$ cat config.mk
export PLATFORM = sky130hd
export DESIGN_NAME = deck_shuffler
export DESIGN_NICKNAME = d
export VERILOG_FILES = /design/src/rtl/blackjack_pkg.sv /design/src/rtl/card_decode.sv /design/src/rtl/deck_shuffler.sv
export SDC_FILE = /design/constraint.sdc
export NUM_CORES = 1
export LEC_CHECK = 0
export ABC_AREA = 1
export ABC_CLOCK_PERIOD_IN_PS = 3900
export BUFFER_PORTS_ARGS = -buffer_cell sky130_fd_sc_hd__buf_4
export CAP_MARGIN = 10
export CELL_PAD_IN_SITES_DETAIL_PLACEMENT = 2
export CELL_PAD_IN_SITES_GLOBAL_PLACEMENT = 2
export CORE_ASPECT_RATIO = 1.75
export CORE_MARGIN = 5
export CORE_UTILIZATION = 34
export CTS_BUF_LIST = sky130_fd_sc_hd__clkbuf_16
export DETAILED_ROUTE_END_ITERATION = 10
export PLACE_DENSITY = 0.79
export SKIP_LAST_GASP = 1
export SYNTH_ARGS = -nofsm -noshare
export SYNTH_HDL_FRONTEND = slang
export SYNTH_HIERARCHICAL = 1
export SYNTH_SLANG_ARGS = --single-unit
$ cat constraint.sdc
create_clock -name clk -period 3.9 [get_ports clk]
set_input_delay 0.39 -clock clk [delete_from_list [all_inputs] [get_ports clk]]
set_output_delay 0.39 -clock clk [all_outputs]
set_load 0.005 [all_outputs]
$ cat src/rtl/blackjack_pkg.sv
// Shared constants, state encoding and LFSR helper for the blackjack card path.
package blackjack_pkg;

   typedef enum logic [2:0] {
      ST_INIT  = 3'd0,
      ST_PICK  = 3'd1,
      ST_SWAP  = 3'd2,
      ST_READY = 3'd3,
      ST_EMPTY = 3'd4
   } deck_state_e;

   localparam int DECK_SIZE = 52;
   localparam int RANKS     = 13;
   localparam int IDX_W     = 6;
   localparam int LFSR_W    = 6;
   localparam int RANK_W    = 4;
   localparam int SUIT_W    = 2;
   localparam int PTS_W     = 4;

   // x^6 + x^5 + 1: feedback is the XOR of the two top bits.
   localparam logic [LFSR_W-1:0] LFSR_TAPS    = 6'b110000;
   localparam logic [LFSR_W-1:0] DEFAULT_SEED = 6'b011110;

   // One Fibonacci step: shift left, feed the tap parity into bit 0.
   function automatic logic [LFSR_W-1:0] lfsr_step(input logic [LFSR_W-1:0] s);
      return {s[LFSR_W-2:0], ^(s & LFSR_TAPS)};
   endfunction

endpackage

$ cat src/rtl/card_decode.sv
// Combinational card index (suit*13 + rank-1) to rank / suit / blackjack points.
module card_decode
   import blackjack_pkg::*;
(
   input  logic [IDX_W-1:0]  idx,
   output logic [RANK_W-1:0] rank,
   output logic [SUIT_W-1:0] suit,
   output logic [PTS_W-1:0]  points
);

   logic [IDX_W-1:0] base;

   // Suit by range compare instead of a divider; rank is the offset inside the suit.
   always_comb begin
      suit = 2'd0;
      base = 6'd0;
      if (idx >= 6'd39) begin
         suit = 2'd3;
         base = 6'd39;
      end else if (idx >= 6'd26) begin
         suit = 2'd2;
         base = 6'd26;
      end else if (idx >= 6'd13) begin
         suit = 2'd1;
         base = 6'd13;
      end
      rank   = RANK_W'(idx - base) + 4'd1;
      // Ace stays 1 here; the controller promotes it to 11 when that helps.
      points = (rank > 4'd10) ? 4'd10 : rank;
   end

endmodule

$ cat src/rtl/deck_shuffler.sv
// 52-card deck: ordered load, LFSR-driven Fisher-Yates shuffle, then one card per draw.
module deck_shuffler
   import blackjack_pkg::*;
#(
   parameter logic [LFSR_W-1:0] SEED = DEFAULT_SEED
)(
   input  logic              clk,
   input  logic              rst,
   input  logic              shuffle,
   input  logic              draw,
   output logic              ready,
   output logic              empty,
   output logic              card_valid,
   output logic [RANK_W-1:0] card_rank,
   output logic [SUIT_W-1:0] card_suit,
   output logic [PTS_W-1:0]  card_points,
   output logic [IDX_W-1:0]  cards_left
);

   localparam logic [IDX_W-1:0] LAST_IDX = IDX_W'(DECK_SIZE - 1);

   deck_state_e       state_q, state_d;
   logic [IDX_W-1:0]  deck_q [DECK_SIZE];
   logic [IDX_W-1:0]  k_q, k_d;        // load counter in INIT
   logic [IDX_W-1:0]  i_q, i_d;        // Fisher-Yates upper index
   logic [IDX_W-1:0]  j_q, j_d;        // latched swap partner
   logic [IDX_W-1:0]  ptr_q, ptr_d;    // next card to deal
   logic [LFSR_W-1:0] lfsr_q, lfsr_d;
   logic              valid_q, valid_d;
   logic [RANK_W-1:0] rank_q, rank_d;
   logic [SUIT_W-1:0] suit_q, suit_d;
   logic [PTS_W-1:0]  pts_q, pts_d;

   logic [IDX_W-1:0]  cand;
   logic [IDX_W-1:0]  top_idx;
   logic [RANK_W-1:0] dec_rank;
   logic [SUIT_W-1:0] dec_suit;
   logic [PTS_W-1:0]  dec_pts;

   // LFSR never holds 0, so the candidate spans 0..62.
   assign cand    = lfsr_q - 6'd1;
   assign top_idx = (ptr_q <= LAST_IDX) ? deck_q[ptr_q] : '0;

   card_decode u_decode (
      .idx    (top_idx),
      .rank   (dec_rank),
      .suit   (dec_suit),
      .points (dec_pts)
   );

   // State and control registers; reset restarts the load with the seed reloaded.
   always_ff @(posedge clk) begin
      if (rst) begin
         state_q <= ST_INIT;
         k_q     <= '0;
         i_q     <= '0;
         j_q     <= '0;
         ptr_q   <= '0;
         lfsr_q  <= SEED;
         valid_q <= 1'b0;
         rank_q  <= '0;
         suit_q  <= '0;
         pts_q   <= '0;
      end else begin
         state_q <= state_d;
         k_q     <= k_d;
         i_q     <= i_d;
         j_q     <= j_d;
         ptr_q   <= ptr_d;
         lfsr_q  <= lfsr_d;
         valid_q <= valid_d;
         rank_q  <= rank_d;
         suit_q  <= suit_d;
         pts_q   <= pts_d;
      end
   end

   // Deck storage: identity fill during INIT, in-place exchange during SWAP.
   always_ff @(posedge clk) begin
      if (!rst) begin
         if (state_q == ST_INIT) begin
            deck_q[k_q] <= k_q;
         end else if (state_q == ST_SWAP) begin
            deck_q[i_q] <= deck_q[j_q];
            deck_q[j_q] <= deck_q[i_q];
         end
      end
   end

   // Next-state and datapath control; shuffle beats draw when both arrive in READY.
   always_comb begin
      state_d = state_q;
      k_d     = k_q;
      i_d     = i_q;
      j_d     = j_q;
      ptr_d   = ptr_q;
      lfsr_d  = lfsr_q;
      valid_d = 1'b0;
      rank_d  = rank_q;
      suit_d  = suit_q;
      pts_d   = pts_q;
      case (state_q)
         ST_INIT: begin
            k_d = k_q + 6'd1;
            if (k_q == LAST_IDX) begin
               k_d     = '0;
               i_d     = LAST_IDX;
               state_d = ST_PICK;
            end
         end
         ST_PICK: begin
            lfsr_d = lfsr_step(lfsr_q);
            if (cand <= i_q) begin
               j_d     = cand;
               state_d = ST_SWAP;
            end
         end
         ST_SWAP: begin
            if (i_q == 6'd1) begin
               ptr_d   = '0;
               state_d = ST_READY;
            end else begin
               i_d     = i_q - 6'd1;
               state_d = ST_PICK;
            end
         end
         ST_READY: begin
            if (shuffle) begin
               ptr_d   = '0;
               k_d     = '0;
               state_d = ST_INIT;
            end else if (draw) begin
               valid_d = 1'b1;
               rank_d  = dec_rank;
               suit_d  = dec_suit;
               pts_d   = dec_pts;
               ptr_d   = ptr_q + 6'd1;
               if (ptr_q == LAST_IDX) begin
                  state_d = ST_EMPTY;
               end
            end
         end
         ST_EMPTY: begin
            if (shuffle) begin
               ptr_d   = '0;
               k_d     = '0;
               state_d = ST_INIT;
            end
         end
         default: begin
            state_d = ST_INIT;
            k_d     = '0;
            ptr_d   = '0;
         end
      endcase
   end

   assign ready       = (state_q == ST_READY);
   assign empty       = (state_q == ST_EMPTY);
   assign card_valid  = valid_q;
   assign card_rank   = rank_q;
   assign card_suit   = suit_q;
   assign card_points = pts_q;
   assign cards_left  = IDX_W'(DECK_SIZE) - ptr_q;

endmodule
# Yosys cells after proc, flatten, opt, wreduce, memory -nomap -nowiden
# Memories as Yosys holds them, arrays and structs flattened. A register that Yosys moved wholly into a read port is not among the register bits.
# Index checks and enable logic that the tools add are counted.
[word_totals]
out_inout_bits = 19
word_cells = 100
regBits = 44
n_memories = 1
in_bits = 4
ram_bits = 312
[op_classes]
add_sub_neg = 7
n_eq_ne = 15
reduce_logical = 14
n_lt_le_gt_ge = 6
bitwise = 4
n_mux = 43
[mem_list]
columns = ["name", "depth", "width", "read_ports", "rd_ports_with_merged_regs", "wr", "line_no", "source"]
rows = [
  ["deck_q", 52, 6, 3, 3, 2, "deck_shuffler.sv:23", "logic [IDX_W-1:0] deck_q [DECK_SIZE];"],
]
[op_table]
columns = ["cell", "n"]
rows = [
  ["6-bit two-way mux", 16],
  ["6-bit case mux with 4 select lines", 1],
  ["3-bit two-way mux", 6],
  ["6-bit case mux with 3 select lines", 1],
  ["4-bit two-way mux", 4],
  ["3-bit case mux with 5 select lines", 1],
  ["6-bit by 1-bit adder with 6-bit output (second input constant)", 2],
  ["6-bit equality test (second input constant)", 2],
  ["6-bit case mux with 2 select lines", 1],
  ["6-bit by 1-bit subtractor with 6-bit output (second input constant)", 2],
  ["1-bit two-way mux", 10],
  ["3-bit by 2-bit equality test with 1-bit output (second input constant)", 2],
  ["6-bit by 1-bit equality test with 1-bit output (second input constant)", 1],
  ["6-bit by 4-bit >= comparator with 1-bit output (second input constant)", 1],
  ["6-bit by 5-bit >= comparator with 1-bit output (second input constant)", 1],
  ["6-bit >= comparator (second input constant)", 1],
  ["6-bit less-or-equal comparator", 1],
  ["6-bit less-or-equal comparator (second input constant)", 1],
  ["2-bit two-way mux", 3],
  ["2-bit by 1-bit inequality test with 1-bit output (second input constant)", 3],
  ["2-bit inequality test (second input constant)", 3],
  ["3-bit AND reduction", 2],
  ["2-bit OR reduction", 3],
  ["6-bit OR reduction", 1],
  ["other kinds (16)", 20],
]

# Logic depth before layout (Yosys ltp)
[logic_depth]
ltp_word = 10
depth_mapped = 29
ltp_nobuf = 28

# Modules after synthesis
# The synthesis kept the hierarchy.
[by_module_without_submodules]
columns = ["module", "seq_area_each_um2", "instances", "area_per_inst_um2", "cells_per_inst"]
rows = [
  ["deck_shuffler", 10610.2, 1, 26012.4, 3790],
  ["card_decode", 0.0, 1, 282.8, 52],
]

# Worst setup path after synthesis
# OpenSTA, ideal clock, no wires.
[synth_path]
kind = "register to register"
start = "register with a tool-made name"
end = "register rank_q[3], in the netlist card_rank[3]"
setup_slack_ns = 0.144
path_stages_with_launch = 25
arrival_time_ns = 3.641
required_ns = 3.784
setup_time_ns = 0.116
n_path_buf = 3
period_less_slack_ns = 3.756
cell_sequence = "dfxtp_1 -> clkbuf_1 -> clkbuf_1 -> clkbuf_1 -> o211ai_1 -> nand3_1 -> nand3_1 -> a21oi_1 -> nand2_2 -> o21ai_2 -> nand2_1 -> nand2_1 -> inv_1 -> ha_1 -> ha_1 -> fa_1 -> inv_1 -> nand2_1 -> nand2_1 -> nand2_1 -> nand2_1 -> nand3_2 -> and2_4 -> o21ai_0 -> nor2_1"
[synth_lines]
columns = ["item", "line_no", "source"]
rows = [
  ["to (signal assigned)", "deck_shuffler.sv:72", "rank_q <= rank_d;"],
  ["to (decl)", "deck_shuffler.sv:30", "logic [RANK_W-1:0] rank_q, rank_d;"],
]

==> metrics <==
crit end category flop; CTS clk-pin slew, worst paths approximately 0.070 ns; dpl cell area 28700 µm²; Horiz. Die Dim approximately 220 µm; Most Crowded Layer GR met2; Final Skew 0.0279 ns; total gr overflow 0; Syn Inst Count 3842; Ys Warns 6; Primary FF master, synth edfxtp_1; hold_sp shuffle; Hold Path Class in2reg; Synth Area in XOR/XNOR 0.366%; worst setup margin -0.393 ns; Final HPWL DP roughly 100000 µm; TritonCTS buffer count 40; Yosys cell types 42; clock buffer depth 3; Routed WL 153000 µm; violated checks setup timing; Post-CTS Hold Fix Bufs 0; root buf cell clkbuf_16; largest net degree at the start of global routing 98; LEAKAGE around 13 nW; H-tree levels 2; CP max FO 8; vias in the first global route 32932; Worst-Skew Late Latency 0.62 ns; Pwr Total 20.6 mW; post-synthesis compound-gate area fraction roughly 15%; final instance area 30800 µm²; GRT Util Overall 35.4%; Power Density 671 nW/µm²; Area contributors post-synth edfxtp_1, nand2_1, nand3_1, o21ai_0, dfxtp_1; Post-Syn Area 26300 µm²; met2 Track Usage GR ~60%; Post-synth EDFFs 312; Area growth syn-to-layout 17.0%; site row count 135; layout cells sized above 1 12.6%; # port buffers 22; asr flop ratio synth 0%; Simple-Gate Fraction of Synth Area 35.7%; dpl ws -0.345 ns; Synth top area share 35.6%; Max-Slew Margin vs Limit 20.7%; final core occ between 30% and 40%; Chip Height 378 µm; WHS Path Cells 4; commonest non-fill, non-tap cells in the layout nand2_1, nand3_1, o21ai_0; Achievable Freq approximately 230 MHz; leading area contributor after synthesis edfxtp_1; global-route wire length before repair 217000 µm; crit share post-route 110%; critical path arrival 4.78 ns; grt met1 use 36.0%; IO Pins 23; sequential area share after synthesis slightly above 40%; Vias 30748; Synth Area in Adders 0.837%; fin crit period 4.29 ns; Startpoint Class flop; Initial Util 34.1%; Detail Route Antenna Nets 0; RSZ-0062 raised after global routing true; worst-margin pin slew 1.19 ns; Post-Syn Area per Cell 6.84 µm²; initial antenna violation count 6; drt pass-1 iters 8; # fillers ~9300; max_cap viols 0; critical path data required time 4.39 ns; vias per cell 6.22; Hold Path End state_q[2]; final setup violation count 5; CP Class reg2reg; clock sinks 374; multiplexer share of the synthesized area 0%; worst reg2reg endpoint card_rank[3]; syn_nets 3863; cells on worst reg2reg path 26; Placeable Area 77000 µm²; Max Slew Vio Count 0; met3 Use GR under 10%; CTS tree done; Hold Violations, Final 0; r2r setup slk -0.39 ns; Die ar. 83200 µm²; synthesized flop and latch total 374; # nets final 3906; worst vdd ir roughly 1.2 mV; main combinational cell family by area after synthesis simple AND/OR/NAND/NOR gates; DRC 0; routability-driven placement congestion ratio 1.03; post-DR wirelength/cell ~31 µm; status finished with violations; 1st-iter DRT viols 2304; commonest non-fill, non-tap cell in the layout nand2_1
==> per-stage QoR <==
step	hold WS, ns	setup TNS, ns	std cells
6_report	0.129	-1.85	4945
5_1_grt	0.157	-2.22	4942
4_1_cts	0.115	-0.221	4935
3_5_place_dp	0.483	-1.68	4842
3_3_place_gp	0.460	-0.926	4842
2_1_floorplan	0.443	0	3842
==> kinds of logic (layout without fill, tap and decap cells) <==
| kind of cell | count (synthesis) | count (layout) |
|---|---|---|
| compound gates | 682 | 682 |
| xor+xnor | 11 | 11 |
| fa+ha+maj | 17 | 17 |
| buf+inv | 495 | 568 |
| flops | 374 | 374 |
| other cells | 0 | 3 |
| simple gates | 2263 | 2263 |
==> Yosys cell counts (43+ instances only) <==
library cell and n:
clkbuf_1 95, nand2_1 1346, o211ai_1 80, dfxtp_1 62, o221ai_1 43, nand3_1 559, o21ai_0 341, buf_2 128
nor2_1 284, a21oi_1 127, edfxtp_1 312, inv_1 183
==> registers in the layout (all words and copies together), names as in the netlist, named ones only <==
signal	flops
j_q	6
state_q	3
ptr_q	6
card_valid	1
lfsr_q	6
card_rank	4
i_q	6
card_points	4
card_suit	2
k_q	6
deck_q	312
==> worst max-delay path by stage <==
stage	startpoint	end	slack [ns]
CTS	flop	card_rank[3]	-0.06
global placement	flop	card_points[1]	-0.20
detailed placement	flop	card_rank[3]	-0.34
global route	flop	card_points[1]	-0.46
floorplan	flop	card_rank[3]	0.14
finish	flop	card_rank[3]	-0.39
==> report_power, final <==
part           total, mW  switching [mW]  internal, mW  leakage (nW)
clock               3.84            1.82          2.01         0.646
sequential          4.94           0.296          4.64          3.41
combinational       11.9            8.68          3.18          8.58
total               20.6            10.8          9.83          12.6
==> final cells by class <==
class                      count  area, µm²  area share, %
antenna                        3       7.51         0.0244
clock buffer                  40       1000           3.25
clock inverter                32        233          0.757
inverter                     224        856           2.78
multi-input combinational   2973      14000           45.4
sequential                   374      10600           34.6
tap                         1027       1280           4.18
timing repair buffer         272       2770           9.00
==> timing repair <==
action,in CTS,in global routing
gates cloned,8,2
setup endpoints to repair,5,5
pin swaps,19,19
buffers inserted,13,5
gates resized for setup,73,42
==> metal layers <==
metal  up-vias  part of all wire (%)
li1      13016                     -
met3       768                   6.3
met2      1548                    48
met4         4                    12
met1     15412                    33
met5         -                 0.016
==> worst max-delay path: stages (launching register included) <==
cell       delay [ns]
dfxtp_4          0.41
inv_8            0.13
bufbuf_16        0.32
o21ai_1          0.07
o211ai_1         0.31
nand3_1          0.28
nand3_2          0.19
nand3_4          0.09
a21oi_4          0.20
buf_6            0.13
nand3_1          0.09
nand2_1          0.12
nand2_2          0.11
nand2_4          0.09
inv_1            0.05
ha_2             0.18
ha_4             0.16
fa_2             0.39
inv_2            0.11
nand2_2          0.08
nand2_2          0.07
nand2_1          0.07
nand2_2          0.07
nand2_2          0.07
and2_4           0.17
o21ai_1          0.13
nor2_1           0.06
Power figures use the tool's default switching activity.
